File: src/rtl/regfile_bus_pkg.sv
// ============================================================================
// Module   : regfile_bus_pkg
// Brief    : Shared types, default widths and helpers for the regfile bus arbiter
// Revision : 1.0 - initial release
// ============================================================================
`default_nettype none

package regfile_bus_pkg;

    typedef enum logic [1:0] {
        IDLE   = 2'd0,
        ACCESS = 2'd1,
        HOLD   = 2'd2
    } state_t;

    localparam int c_DEF_NUM_REQ     = 2;
    localparam int c_DEF_ADDR_WIDTH  = 32;
    localparam int c_DEF_WDATA_WIDTH = 32;
    localparam int c_DEF_RDATA_WIDTH = 32;

    // Never returns 0, so a pointer always has at least one bit.
    function automatic int clog2_min1(input int value);
        int width;
        width = 1;
        while ((1 << width) < value) begin
            width = width + 1;
        end
        return width;
    endfunction

endpackage

`default_nettype wire

File: src/rtl/regfile_bus_arbiter_rr_arbiter.sv
// ============================================================================
// Module   : rr_arbiter
// Brief    : Combinational round-robin picker; search starts at ptr and wraps
// Revision : 1.0 - initial release
// ============================================================================
`default_nettype none

module rr_arbiter
    import regfile_bus_pkg::*;
#(
    parameter int NUM_REQ   = c_DEF_NUM_REQ,
    parameter int PTR_WIDTH = clog2_min1(NUM_REQ)
) (
    input  logic [NUM_REQ-1:0]   eligible,
    input  logic [PTR_WIDTH-1:0] ptr,
    output logic [NUM_REQ-1:0]   grant,
    output logic [PTR_WIDTH-1:0] grant_idx,
    output logic                 any_grant
);

    logic [PTR_WIDTH-1:0] w_cand;

    always_comb begin
        grant     = '0;
        grant_idx = '0;
        any_grant = 1'b0;
        w_cand    = ptr;
        for (int k = 0; k < NUM_REQ; k++) begin
            if (!any_grant && eligible[w_cand]) begin
                any_grant        = 1'b1;
                grant[w_cand]    = 1'b1;
                grant_idx        = w_cand;
            end
            // Explicit wrap keeps non-power-of-two NUM_REQ in range.
            w_cand = (w_cand == PTR_WIDTH'(NUM_REQ - 1)) ? '0 : w_cand + 1'b1;
        end
    end

endmodule

`default_nettype wire

File: src/rtl/regfile_bus_arbiter.sv
// ============================================================================
// Module   : regfile_bus_arbiter
// Brief    : Round-robin sharing of one regfile bus; fixed two-cycle access
// Revision : 1.0 - initial release
// ============================================================================
`default_nettype none

module regfile_bus_arbiter
    import regfile_bus_pkg::*;
#(
    parameter int NUM_REQ     = c_DEF_NUM_REQ,
    parameter int ADDR_WIDTH  = c_DEF_ADDR_WIDTH,
    parameter int WDATA_WIDTH = c_DEF_WDATA_WIDTH,
    parameter int RDATA_WIDTH = c_DEF_RDATA_WIDTH
) (
    input  logic                           clk,
    input  logic                           reset,
    input  logic [NUM_REQ-1:0]             req,
    input  logic [NUM_REQ-1:0]             req_we,
    input  logic [NUM_REQ*ADDR_WIDTH-1:0]  req_addr,
    input  logic [NUM_REQ*WDATA_WIDTH-1:0] req_wdata,
    output logic [NUM_REQ-1:0]             gnt,
    output logic [NUM_REQ-1:0]             done,
    output logic [RDATA_WIDTH-1:0]         rd_data,
    output logic [ADDR_WIDTH-1:0]          reg_addr,
    output logic [WDATA_WIDTH-1:0]         reg_wdata,
    output logic                           reg_en,
    output logic                           reg_we,
    input  logic [RDATA_WIDTH-1:0]         reg_rdata
);

    localparam int c_PTR_WIDTH = clog2_min1(NUM_REQ);

    state_t                   r_state;
    logic [c_PTR_WIDTH-1:0]   r_ptr;
    logic [NUM_REQ-1:0]       r_win;
    logic                     r_we;

    logic [NUM_REQ-1:0]       w_eligible;
    logic [NUM_REQ-1:0]       w_win_onehot;
    logic [c_PTR_WIDTH-1:0]   w_win_idx;
    logic [c_PTR_WIDTH-1:0]   w_next_ptr;
    logic                     w_any;
    logic                     w_sel_we;
    logic [ADDR_WIDTH-1:0]    w_sel_addr;
    logic [WDATA_WIDTH-1:0]   w_sel_wdata;

    // The requester finishing this cycle is masked so a held req is not re-served.
    assign w_eligible = req & ~done;

    rr_arbiter #(
        .NUM_REQ   (NUM_REQ),
        .PTR_WIDTH (c_PTR_WIDTH)
    ) u_rr_arbiter (
        .eligible  (w_eligible),
        .ptr       (r_ptr),
        .grant     (w_win_onehot),
        .grant_idx (w_win_idx),
        .any_grant (w_any)
    );

    assign w_next_ptr = (w_win_idx == c_PTR_WIDTH'(NUM_REQ - 1)) ? '0 : w_win_idx + 1'b1;

    always_comb begin
        w_sel_we    = 1'b0;
        w_sel_addr  = '0;
        w_sel_wdata = '0;
        for (int i = 0; i < NUM_REQ; i++) begin
            if (w_win_onehot[i]) begin
                w_sel_we    = req_we[i];
                w_sel_addr  = req_addr[i*ADDR_WIDTH +: ADDR_WIDTH];
                w_sel_wdata = req_wdata[i*WDATA_WIDTH +: WDATA_WIDTH];
            end
        end
    end

    always_ff @(posedge clk) begin
        if (reset) begin
            r_state   <= IDLE;
            r_ptr     <= '0;
            r_win     <= '0;
            r_we      <= 1'b0;
            gnt       <= '0;
            done      <= '0;
            rd_data   <= '0;
            reg_addr  <= '0;
            reg_wdata <= '0;
            reg_en    <= 1'b0;
            reg_we    <= 1'b0;
        end else begin
            done <= '0;
            case (r_state)
                IDLE: begin
                    if (w_any) begin
                        r_state   <= ACCESS;
                        r_ptr     <= w_next_ptr;
                        r_win     <= w_win_onehot;
                        r_we      <= w_sel_we;
                        gnt       <= w_win_onehot;
                        reg_en    <= 1'b1;
                        reg_we    <= w_sel_we;
                        reg_addr  <= w_sel_addr;
                        reg_wdata <= w_sel_wdata;
                    end
                end
                ACCESS: begin
                    // Address and write data stay put so the regfile samples them in HOLD.
                    r_state <= HOLD;
                    reg_en  <= 1'b0;
                    reg_we  <= 1'b0;
                end
                HOLD: begin
                    if (!r_we) begin
                        rd_data <= reg_rdata;
                    end
                    done    <= r_win;
                    gnt     <= '0;
                    r_state <= IDLE;
                end
                default: begin
                    r_state <= IDLE;
                    gnt     <= '0;
                    reg_en  <= 1'b0;
                    reg_we  <= 1'b0;
                end
            endcase
        end
    end

endmodule

`default_nettype wire
File: config.mk
export PLATFORM = sky130hd
export DESIGN_NAME = regfile_bus_arbiter
export DESIGN_NICKNAME = d
export VERILOG_FILES = /design/src/rtl/regfile_bus_pkg.sv /design/src/rtl/regfile_bus_arbiter_rr_arbiter.sv /design/src/rtl/regfile_bus_arbiter.sv
export SDC_FILE = /design/constraint.sdc
export NUM_CORES = 1
export LEC_CHECK = 0
export BUFFER_PORTS_ARGS = -buffer_cell sky130_fd_sc_hd__clkbuf_2
export CORE_MARGIN = 1.5
export CORE_UTILIZATION = 26
export CTS_CLUSTER_DIAMETER = 50
export CTS_CLUSTER_SIZE = 30
export DETAILED_ROUTE_END_ITERATION = 16
export GPL_TIMING_DRIVEN = 0
export HOLD_SLACK_MARGIN = 0.03
export PLACE_DENSITY = 0.56
export SYNTH_ARGS = -nofsm -noshare
export SYNTH_HDL_FRONTEND = slang
export SYNTH_SLANG_ARGS = --single-unit
File: constraint.sdc
create_clock -name clk -period 1.5 [get_ports clk]
set_input_delay 0.15 -clock clk [delete_from_list [all_inputs] [get_ports clk]]
set_output_delay 0.15 -clock clk [all_outputs]
set_load 0.01 [all_outputs]
==> out/qor.yml <==
ant_nets: 0
cts_root_buffer: "clkbuf_16"
routed_wl_um: 15300
yosys_warnings: 0
gp_congestion: 0.794
grt_pass1_vias: 4691
grt_max_degree: 20
avgSynthCellArea_um2: 10.2
wl_per_cell_um: 15.3
worst_pin_slew_ns: 0.531
synthAdderAreaFrac_pct: 0
antennaDiodeCount: 0
power.density_nw_per_um2: 971
crit_end: "reg_wdata[10]"
initial_core_util_pct: 26.9
synth.largest_area_cell: "dfxtp_1"
worstSetupPathType: "reg -> reg"
r2r_cells: 7
cts_max_level: 3
cts_made_buffers: 9
crit_required_ns: 1.79
stdcell_count: 1005
status: "finished, violations left"
r2r_end: "reg_wdata[10]"
fin_worst_skew_ns: 0.00984
finalSetupViolCount: 61
maxCapViolCount: 0
synth_top_area_share_pct: 52.2
cpPeakStageDelay_ns: 0.41
synth_top_family_by_area: "compound AO/OA/AOI/OAI gates"
relSlewSlack_pct: 64.6
via_count: 4599
report.final.slew_viol_count: 0
syn-num-nets: 571
dp_cells: 882
seq_area_frac_synth_pct: 52.2
period_share_pct: 110
grt_pass1_wl_um: 22600
r2r-start: "r_state[0]"
layout.nets: 955
die-area_um2: 16700
hold_path_class: "in -> reg"
critPathBufInv: 3
ff2ff_setup_slack_ns: -0.16
tritoncts: "done"
synth_xor_area_share_pct: 0
clockBufferDepth: 2
violations: "setup timing"
antenna_found_initial: 0
pin_count: 268
track_usage_pct: 17.4
via_per_inst: 4.58
final_hold_viol_count: 0
muxShareOfSynthArea_pct: 0
dieWidth_um: 129
core_area_um2: 15400
p_leak_uw: 0.00346
syn-instance-count: 405
worstSkewPairLatency_ns: 0.35
cp.arrival_ns: 1.95
path_delay_family: "simple AND/OR/NAND/NOR gates"
max_freq_ghz: 0.604
crit_chain: "or3_4 -> a211oi_4 -> buf_6 -> buf_12 -> clkbuf_16 -> and2_4 -> a221o_1"
vdd_ir_drop_max_mv: 0.502
die_y_um: 129
startpoint_type: "flip-flop"
synth_cell_types: 30
ys_seq_elements: 108
crit_start: "r_state[0]"
cts.reportedPaths.clkPinSlew_ns: 0.08
synth_area_um2: 4140
grt_overflow: 0
cts.sinks: 108
drt_first_pass_iters: 4
cp_slowest_cell: "or3_4"
synth_compound_area_share_pct: 24.7
crit_fanout: 5
drt_iter0_drc: 110
place_hpwl_um: 10700
critPathCaptureType: "flip-flop"
crit_cells: 7
area_growth_pct: 78.0
numPortBuffers: 266
post-route-min-period_ns: 1.66
worst_slack_ns: -0.155
place_ws_ns: -0.453
synth_area_leaders: "dfxtp_1 52%, a221o_2 15%, and2_1 9.1%, nand2_1 5.9%, a21oi_1 4.5%"
rsz0062_at_grt: "true"
drive_gt1_share_pct: 50.6
yosys.area_share.simple_pct: 18.3
drc: 0
fp-row-count: 45
-- what timing repair did --
action                     CTS  global route
hold endpoints to repair    90             0
cloned                       2             4
setup buffers               11             3
resized for setup           33            28
setup endpoints to repair  100            99
hold buffers                89             0
pin swaps                    3             4
-- final cells by class --
cell class,count,area [um2]
sequential,108,2170
clock buffer,10,239
clock inverter,6,55.1
fill,1439,8000
timing repair buffer,375,2540
multi-input combinational,265,1840
inverter,2,7.51
tap,211,264
buffer,28,254
-- worst min-delay path by stage --
stage / slack (ns) / cells after the start / to / startpoint
after floorplan: 0.28 / 2 / reg_we / req_we[0]
after global placement: 0.37 / 3 / rd_data[19] / reg_rdata[19]
after detailed placement: 0.38 / 3 / rd_data[17] / reg_rdata[17]
after CTS: 0.03 / 2 / reg_addr[20] / req_addr[52]
after global routing: 0.04 / 2 / reg_wdata[11] / req_wdata[43]
final: 0.05 / 2 / reg_addr[20] / req_addr[52]
-- where the power goes --
part	internal (uW)	switching (uW)
combinational	875	672
sequential	3110	143
clock	1210	1150
total	5190	1970
-- metrics by stage --
stage,utilization [%],power [uW],instance area [um2],TNS (ns),hold slack (ns)
2_1_floorplan,-,3910,4160,-0.987,0.277
3_3_place_gp,37.4,4480,5750,-27.66,0.374
3_5_place_dp,37.4,4510,5750,-29.70,0.380
4_1_cts,46.8,7190,7190,-11.66,0.0307
5_1_grt,47.9,7480,7370,-12.16,0.0447
6_report,47.9,7150,7370,-7.49,0.0512
-- cell usage in the layout, fill, tap and decap left out, types with 2 or more instances in the layout --
cell	instances
nor3_1	7
and2_4	4
dfxtp_1	106
nor2_1	7
dlygate4sd3_1	89
a221oi_1	4
nor2_4	2
buf_6	11
buf_8	4
clkbuf_16	13
buf_2	5
nand2b_2	2
buf_4	11
clkbuf_1	4
and3_2	2
buf_16	2
a221o_2	55
o21ai_0	2
clkinv_4	3
buf_12	5
a221o_1	5
and2_1	56
nand2_1	65
a211oi_4	2
a21oi_1	36
clkbuf_2	268
a22oi_1	4
inv_6	2
inv_1	2
-- layer usage --
layer | routed length [um] | share of wire [%] | up-vias | global-route usage, %
met5 | 0 | 0 | - | 0
met4 | 316 | 2.1 | 0 | 6.68
met2 | 7910 | 52 | 198 | 32.8
met3 | 1160 | 7.6 | 24 | 5.12
met1 | 5960 | 39 | 2144 | 18.1
li1 | - | - | 2233 | -
-- cells by family (layout without fill, tap and decap cells) --
logic type             Yosys count  count (layout)
and+or+nand+nor                150             150
AOI/OAI and AO/OA              115             115
DFF                            108             108
buffers and inverters           32             421
-- flip-flops by register name, indices dropped and copies added, names as in the netlist, named ones only --
name and flops:
reg_we 1, reg_addr 32, r_we 1, reg_en 1, r_win 2, gnt 2, r_state 2, done 2
rd_data 32, reg_wdata 32
-- cells in the mapped netlist --
| master | n |
|---|---|
| nor3_1 | 7 |
| nor2_1 | 8 |
| a221oi_1 | 4 |
| nor2b_1 | 1 |
| and3_2 | 2 |
| a22oi_2 | 1 |
| a21boi_2 | 1 |
| and2b_1 | 1 |
| clkbuf_1 | 15 |
| inv_1 | 2 |
| nand3b_1 | 1 |
| nor3b_1 | 1 |
| dfxtp_1 | 108 |
| nand2_1 | 65 |
| buf_6 | 9 |
| a221o_1 | 5 |
| or3_4 | 1 |
| a211oi_4 | 2 |
| o21ai_0 | 3 |
| a21oi_1 | 37 |
| clkbuf_2 | 1 |
| nor2_2 | 1 |
| nand2b_1 | 2 |
| a21bo_1 | 1 |
| a22oi_1 | 4 |
| o21a_1 | 1 |
| a221o_2 | 55 |
| buf_2 | 5 |
| a211oi_1 | 1 |
| and2_1 | 60 |
-- worst register-to-register path, cell delays in order (launching register included) --
cell and delay [ns]:
dfxtp_4 0.36, or3_4 0.41, a211oi_4 0.17, buf_6 0.15
buf_12 0.13, clkbuf_16 0.14, and2_4 0.12, a221o_1 0.10
Power figures use the tool's default switching activity.
